**src/rtl/regfile_op_sequencer.sv**
```systemverilog
// Single-client micro-sequencer for a 2R/1W register file: accepts one operation,
// reads both operands, computes the ALU result and writes it back over four cycles.
module regfile_op_sequencer #(
  parameter int WIDTH = 32,
  parameter int AW    = 5
) (
  input  logic             clk,
  input  logic             rst,
  input  logic             in_valid,
  output logic             in_ready,
  input  logic [2:0]       op,
  input  logic [AW-1:0]    rs,
  input  logic [AW-1:0]    rt,
  input  logic [AW-1:0]    rd,
  input  logic [15:0]      imm,
  output logic             rf_we,
  output logic [AW-1:0]    rf_raddr1,
  output logic [AW-1:0]    rf_raddr2,
  output logic [AW-1:0]    rf_waddr,
  output logic [WIDTH-1:0] rf_wdata,
  input  logic [WIDTH-1:0] rf_rdata1,
  input  logic [WIDTH-1:0] rf_rdata2,
  output logic             done,
  output logic [WIDTH-1:0] result,
  output logic [1:0]       state_dbg
);

  typedef enum logic [1:0] {
    ST_IDLE  = 2'd0,
    ST_READ  = 2'd1,
    ST_EXEC  = 2'd2,
    ST_WRITE = 2'd3
  } state_t;

  localparam logic [2:0] OP_ADD = 3'b000;
  localparam logic [2:0] OP_SUB = 3'b001;
  localparam logic [2:0] OP_AND = 3'b010;
  localparam logic [2:0] OP_OR  = 3'b011;
  localparam logic [2:0] OP_XOR = 3'b100;
  localparam logic [2:0] OP_SLT = 3'b101;
  localparam logic [2:0] OP_SLL = 3'b110;
  localparam logic [2:0] OP_LI  = 3'b111;

  state_t           state_q, state_d;
  logic [2:0]       op_q, op_d;
  logic [AW-1:0]    rs_q, rs_d;
  logic [AW-1:0]    rt_q, rt_d;
  logic [AW-1:0]    rd_q, rd_d;
  logic [15:0]      imm_q, imm_d;
  logic [WIDTH-1:0] a_q, a_d;
  logic [WIDTH-1:0] b_q, b_d;
  logic [WIDTH-1:0] result_q, result_d;
  logic [WIDTH-1:0] alu_res;

  always_ff @(posedge clk) begin
    if (rst) begin
      state_q  <= ST_IDLE;
      op_q     <= '0;
      rs_q     <= '0;
      rt_q     <= '0;
      rd_q     <= '0;
      imm_q    <= '0;
      a_q      <= '0;
      b_q      <= '0;
      result_q <= '0;
    end else begin
      state_q  <= state_d;
      op_q     <= op_d;
      rs_q     <= rs_d;
      rt_q     <= rt_d;
      rd_q     <= rd_d;
      imm_q    <= imm_d;
      a_q      <= a_d;
      b_q      <= b_d;
      result_q <= result_d;
    end
  end

  always_comb begin
    alu_res = '0;
    unique case (op_q)
      OP_ADD: alu_res = a_q + b_q;
      OP_SUB: alu_res = a_q - b_q;
      OP_AND: alu_res = a_q & b_q;
      OP_OR:  alu_res = a_q | b_q;
      OP_XOR: alu_res = a_q ^ b_q;
      OP_SLT: alu_res = {{(WIDTH-1){1'b0}}, ($signed(a_q) < $signed(b_q))};
      OP_SLL: alu_res = a_q << b_q[4:0];
      OP_LI:  alu_res = {{(WIDTH-16){1'b0}}, imm_q};
      default: alu_res = '0;
    endcase
  end

  // Handshake: a request transfers on a posedge where in_valid and in_ready are both
  // high; in_ready is high only in IDLE, and the requester holds its fields until then.
  always_comb begin
    state_d   = state_q;
    op_d      = op_q;
    rs_d      = rs_q;
    rt_d      = rt_q;
    rd_d      = rd_q;
    imm_d     = imm_q;
    a_d       = a_q;
    b_d       = b_q;
    result_d  = result_q;
    in_ready  = 1'b0;
    rf_we     = 1'b0;
    rf_raddr1 = '0;
    rf_raddr2 = '0;
    rf_waddr  = '0;
    rf_wdata  = '0;
    done      = 1'b0;
    unique case (state_q)
      ST_IDLE: begin
        in_ready = 1'b1;
        if (in_valid) begin
          op_d    = op;
          rs_d    = rs;
          rt_d    = rt;
          rd_d    = rd;
          imm_d   = imm;
          state_d = ST_READ;
        end
      end
      ST_READ: begin
        rf_raddr1 = rs_q;
        rf_raddr2 = rt_q;
        a_d       = rf_rdata1;
        b_d       = rf_rdata2;
        state_d   = ST_EXEC;
      end
      ST_EXEC: begin
        result_d = alu_res;
        state_d  = ST_WRITE;
      end
      ST_WRITE: begin
        // A reset landing on the write edge must abort the write and suppress done.
        done     = ~rst;
        rf_we    = ~rst & (rd_q != '0);
        rf_waddr = rd_q;
        rf_wdata = result_q;
        state_d  = ST_IDLE;
      end
      default: state_d = ST_IDLE;
    endcase
  end

  assign result    = result_q;
  assign state_dbg = state_q;

endmodule

```
**config.mk**
```make
export PLATFORM = sky130hd
export DESIGN_NAME = regfile_op_sequencer
export DESIGN_NICKNAME = d
export VERILOG_FILES = /design/src/rtl/regfile_op_sequencer.sv
export SDC_FILE = /design/constraint.sdc
export NUM_CORES = 1
export LEC_CHECK = 0
export CAP_MARGIN = 0
export CORE_ASPECT_RATIO = 1.1
export CORE_MARGIN = 2
export CORE_UTILIZATION = 55
export DETAILED_ROUTE_END_ITERATION = 12
export DONT_BUFFER_PORTS = 1
export HOLD_SLACK_MARGIN = 0.06
export PLACE_DENSITY = 0.79
export SKIP_LAST_GASP = 1
export SYNTH_ARGS = -nofsm -noshare
export SYNTH_HDL_FRONTEND = slang
export SYNTH_SLANG_ARGS = --single-unit
```
**constraint.sdc**
```tcl
create_clock -name clk -period 9.13 [get_ports clk]
set_clock_uncertainty 0.1 [all_clocks]
set_input_delay 2.739 -clock clk [delete_from_list [all_inputs] [get_ports clk]]
set_output_delay 2.739 -clock clk [all_outputs]
set_load 0.01 [all_outputs]
```
==> metrics.cfg, run 1 <==
[yosys]
async_flop_share_pct = 0
synthFlopType = dfxtp_1
postSynthAreaPerCell_sq_um = 7.52
seq_area_frac_synth_pct = 21.4
synth-edff-count = 0
synth_top_area_share_pct = 21.4
synth_nets = 1846
yosys.area.top_type = dfxtp_1
yosys-top-cells-area = dfxtp_1, ha_1, mux2i_1, a21oi_1, nor2_1
syn_area_sq_mm = 0.0123
yosysUniqueCellTypes = 87
yosysWarnings = 0
syn_inst = 1642
yosys_register_bits = 132

[clock_tree]
post_cts_buffers = 0
h-tree-depth = 4
post_cts_resized = 0
clock_latency_ps = 450
cts.path.max_buffers = 2
cts.clk_slew.worst_paths_ps = 80
cts-root-buf = clkbuf_16
clock_sinks = 132
cts_tree = built
cts_buffers = 17
hold_buffers = 0

[floorplanning]
io_pins = 185
die_h_um = 161
initial_core_util_pct = 56.0
dieArea_sq_mm = 0.0237
core_region_area_sq_mm = 0.0220
rows = 57
die_w_um = 147

[finish]
synthToLayoutAreaGrowth_pct = 4.77
drive_gt1_share_pct = 7.58
mostFrequentLayoutCell = nor2_1
final_cell_mix = nor2_1, a21oi_1, nand2_1
nets = 1760
num-fill-cells = 2069
diodes = 0

[run_status]
status = finished, final reports clean

[sta]
min_period_over_period_pct = 67.1
relSlewSlack_pct = 27.0
hold_viol = 0
tightest_slew_ps = 1090
fin_crit_ps = 6130
maxSlewViolCount = 0
fmax_ghz = 0.163
grt_setup_unrepaired = no
finalSetupViolations = 0
tns_ps = 0
setup_ws_ps = 3000

[global_route]
globalRouteTotalUtil_pct = 36.7
antenna_found_initial = 0
grt_pass1_wl_um = 68300
grt_max_degree = 134
grt.overflow.total = 0
grt_pass1_vias = 12000

[placement]
portBuffers = 0
dp_slack_ps = 2990
hpwlAfterDp_um = 32300
place_congestion = 1.06

[critical_path]
critPathSlowestCell = nor2b_1
cp_data_required_time_ps = 6290
path_buf_inv = 0
r2r_slack_ps = 4290
cp_top_family = simple AND/OR/NAND/NOR gates
crit_chain = nor2b_1 -> o21a_1
crit_arrival_ps = 3290
cp-end-kind = output pin
crit_fanout = 133
critPathKind = in2out
cp_slowest_stage_delay_ps = 310
critPathLaunchType = primary input

[route]
wl_per_cell_um = 23.8
ant_nets = 0
drt_first_iter_violations = 1449
dr_total_vias = 12700
vias_per_cell = 6.79
wl_um = 44500
firstDrtPassIters = 8
drc = 0

[worst_hold_path]
min_path_type = reg2reg

[power]
power_density_mw_per_mm2 = 334
ir_drop_uv = 368
p_leak_nw = 4.91

[run]
max_cap_viol_count = 0

[metal layers]
metal	routed length (um)	part of all wire, %	global-route usage (%)
met5	0	0	0
met4	2290	5.1	19.1
met3	4720	11	7.43
met2	20500	46	59.7
met1	17000	38	46.2
[report_power, final]
part           switching, mW  total [mW]  internal, mW
Combinational           1.68        2.63         0.946
Clock                  0.336       0.703         0.367
Sequential             0.258       0.988         0.730
Total                   2.28        4.32          2.04
[state kept, by name, indices dropped and copies added (netlist names)]
signal,flops
rd_q,5
op_q,3
rt_q,5
a_q,32
rs_q,5
imm_q,16
b_q,32
result,32
state_dbg,2
[cell families after synthesis]
group	synth area share [%]
AOI/OAI and AO/OA	26.1
muxes	12.6
and+or+nand+nor	21.1
xor gates and xnor gates	0.568
adders and majority gates	10.6
DFF	21.4
buffers and inverters	7.67
[worst paths after layout]
path / from / to / cells past startpoint
max reg2reg: b_q[2]$_SDFFE_PP0N_ / result[0]$_SDFFE_PP0P_ / 12
min: rt_q[0]$_SDFFE_PP0P_ / rt_q[0]$_SDFFE_PP0P_ / 2
max: rst / rf_we / 2
min reg2reg: rt_q[0]$_SDFFE_PP0P_ / rt_q[0]$_SDFFE_PP0P_ / 2
[final cells by class]
type	instances	area, sq um	area share (%)
Inverter	111	417	3.22
Sequential cell	132	2650	20.4
Clock buffer	17	425	3.29
Multi-Input combinational cell	1278	8800	68.0
Clock inverter	15	159	1.23
Timing Repair Buffer	16	120	0.929
Tap cell	295	369	2.85
[synthesized netlist by cell type, types with 16 or more instances]
library cell	count
a21oi_1	170
a21o_1	18
a211oi_1	31
dfxtp_1	132
o21bai_1	16
nand3_1	22
and2_1	57
ha_1	101
o21ai_0	71
mux4_2	21
nor3_1	30
o211ai_1	16
nand2_1	164
inv_1	107
nor2_1	204
mux2i_1	93
clkbuf_1	82
[metrics by stage]
| step | utilization, % | total power, mW | area, sq um | cells | hold slack [ps] |
|---|---|---|---|---|---|
| final | 58.7 | 4.32 | 12900 | 1864 | 347 |
| after detailed placement | 56.0 | 3.53 | 12400 | 1832 | 335 |
| after global routing | 58.7 | 4.56 | 12900 | 1864 | 364 |
| after global placement | 56.0 | 3.50 | 12400 | 1832 | 332 |
| after floorplan | - | 2.84 | 12300 | 1642 | 332 |
| after CTS | 58.7 | 4.24 | 12900 | 1864 | 346 |
Note: power is estimated with default switching activity, not from simulation.
==> run 2, diff against run 1 <==
--- a/config.mk
+++ b/config.mk
@@ -12,7 +12,7 @@
 export DETAILED_ROUTE_END_ITERATION = 12
 export DONT_BUFFER_PORTS = 1
 export HOLD_SLACK_MARGIN = 0.06
-export PLACE_DENSITY = 0.79
+export PLACE_DENSITY = 0.82
 export SKIP_LAST_GASP = 1
 export SYNTH_ARGS = -nofsm -noshare
 export SYNTH_HDL_FRONTEND = slang
==> constraint.sdc (replaced) <==
create_clock -name clk -period 5 [get_ports clk]
set_clock_uncertainty 0.1 [all_clocks]
set_input_delay 1.5 -clock clk [delete_from_list [all_inputs] [get_ports clk]]
set_output_delay 1.5 -clock clk [all_outputs]
set_load 0.01 [all_outputs]
==> run 2 against run 1 <==
  * Via count grew 1.6%
  * Setup slack lost 2200 ps
  * Die area is the same
  * Final cell count grew 0.38%
  * Clock power grew 110%
  * Global-route usage grew 0.20 points
  * Register-to-register slack lost 3500 ps
  * Sequential power grew 79%
  * Critical endpoint is now result[0]$_SDFFE_PP0P_
==> metrics.cfg, run 2 (synthesis gave the netlist of run 1 again) <==
[power]
switching_share_pct = 50.7
p_seq_share_pct = 21.6
ir_drop_uv = 569
pwr-share-clk_pct = 18.2
power_density_mw_per_mm2 = 624
p_switching_mw = 4.14
p_int_mw = 4.02
p_leak_nw = 4.98
p_comb_share_pct = 60.1

[clock_tree]
h-tree-depth = 4
cts.path.max_buffers = 2
cts-root-buf = clkbuf_16
cts_buffers = 17
hold_buffers = 0
post_cts_resized = 0
cts_tree = built
clock_latency_ps = 430
cts.clk_slew.worst_paths_ps = 60
clock_sinks = 132
post_cts_buffers = 0

[finish]
final_cell_mix = nor2_1, a21oi_1, nand2_1
mostFrequentLayoutCell = nor2_1
synthToLayoutAreaGrowth_pct = 5.95
fin_area_sq_mm = 0.0131
num-fill-cells = 1993
drive_gt1_share_pct = 7.94
nets = 1767

[sta]
maxSlewViolCount = 0
fin_hold_ws_ps = 349
finalSetupViolations = 0
grt_setup_unrepaired = no
fmax_ghz = 0.238
relSlewSlack_pct = 16.7
fin_crit_ps = 4200
tns_ps = 0
hold_viol = 0
tightest_slew_ps = 1250
setup_ws_ps = 796
min_period_over_period_pct = 84.1

[critical_path]
critPathLaunchType = flop
cp-end-kind = flop
worst_r2r_path_depth = 11
crit_arrival_ps = 4480
cp_data_required_time_ps = 5270
critPathKind = reg2reg
crit_fanout = 14

[global_route]
grt_pass1_vias = 12000
antenna_found_initial = 0
grt.overflow.total = 0
grt_max_degree = 134
globalRouteTotalUtil_pct = 36.9
grt_pass1_wl_um = 68800

[worst_hold_path]
worstHoldPathCells = 2
min_path_type = reg2reg

[route]
firstDrtPassIters = 8
wl_um = 45300
drt_first_iter_violations = 1650
ant_nets = 0
drc = 0
vias_per_cell = 6.87
dr_total_vias = 12900
wl_per_cell_um = 24.2

[placement]
place_congestion = 1.02
portBuffers = 0
hpwlAfterDp_um = 33000
dp_slack_ps = 1140
post_dp_cell_area_sq_mm = 0.0124

[floorplanning]
rows = 57
core_region_area_sq_mm = 0.0220
dieArea_sq_mm = 0.0237
io_pins = 185
initial_core_util_pct = 56.0
die_w_um = 147
die_h_um = 161

[run]
max_cap_viol_count = 0

[run_status]
status = finished, final reports clean

-- run 2: cell count changes in the layout (fill, tap and decap cells not counted), sizes merged --
cell and change:
clkinv -2, bufinv +6, buf +7, inv -6, diode +1, clkinvlp +1
-- run 2: layer usage --
layer	vias to the layer above	share of wire (%)	GRT usage (%)
met4	0	5.7	19.6
met5	-	0	0
met1	6014	38	46.8
met2	895	45	59.5
li1	5724	-	-
met3	220	11	7.43
-- run 2: worst paths after layout --
check	startpoint	to	slack [ps]
setup / recovery	a_q[10]$_SDFFE_PP0N_	result[0]$_SDFFE_PP0P_	800
hold reg to reg	rs_q[3]$_SDFFE_PP0P_	rs_q[3]$_SDFFE_PP0P_	350
hold / removal	rs_q[3]$_SDFFE_PP0P_	rs_q[3]$_SDFFE_PP0P_	350
setup reg to reg	a_q[10]$_SDFFE_PP0N_	result[0]$_SDFFE_PP0P_	800
-- run 2: final cells by class --
| class | instances | area (sq um) | share of cell area [%] |
|---|---|---|---|
| clock inverters | 14 | 249 | 1.90 |
| multi-input cells | 1278 | 8800 | 67.3 |
| clock buffers | 17 | 425 | 3.25 |
| repair buffers | 23 | 173 | 1.32 |
| flip-flops and latches | 132 | 2650 | 20.2 |
| inverters | 111 | 417 | 3.19 |
| well taps | 295 | 369 | 2.82 |
| diodes | 1 | 2.50 | 0.0191 |
-- run 2: power by group through the flow --
stage / clock network (mW) / registers (mW) / logic (mW)
detailed placement: 0 / 1.78 / 4.68
finish: 1.49 / 1.77 / 4.91
global route: 1.53 / 1.80 / 5.24
floorplan: 0 / 1.60 / 3.59
global placement: 0 / 1.76 / 4.64
CTS: 1.48 / 1.75 / 4.72
-- run 2: through the flow --
stage | std cells | total power [mW] | utilization (%)
after floorplan | 1642 | 5.19 | -
after global placement | 1839 | 6.40 | 56.3
after detailed placement | 1839 | 6.45 | 56.3
after CTS | 1870 | 7.96 | 59.3
after global routing | 1870 | 8.56 | 59.3
final | 1871 | 8.16 | 59.4
-- run 2: worst max-delay path, cell delays in order (launching register included) --
cell and delay (ps):
dfxtp_1 490, inv_1 80, ha_1 620, nor2_1 210, and3_1 260, and3_1 210, o31ai_1 640, o221ai_1 350
o211ai_1 450, nand3_1 210, a311oi_1 340, o31a_1 160
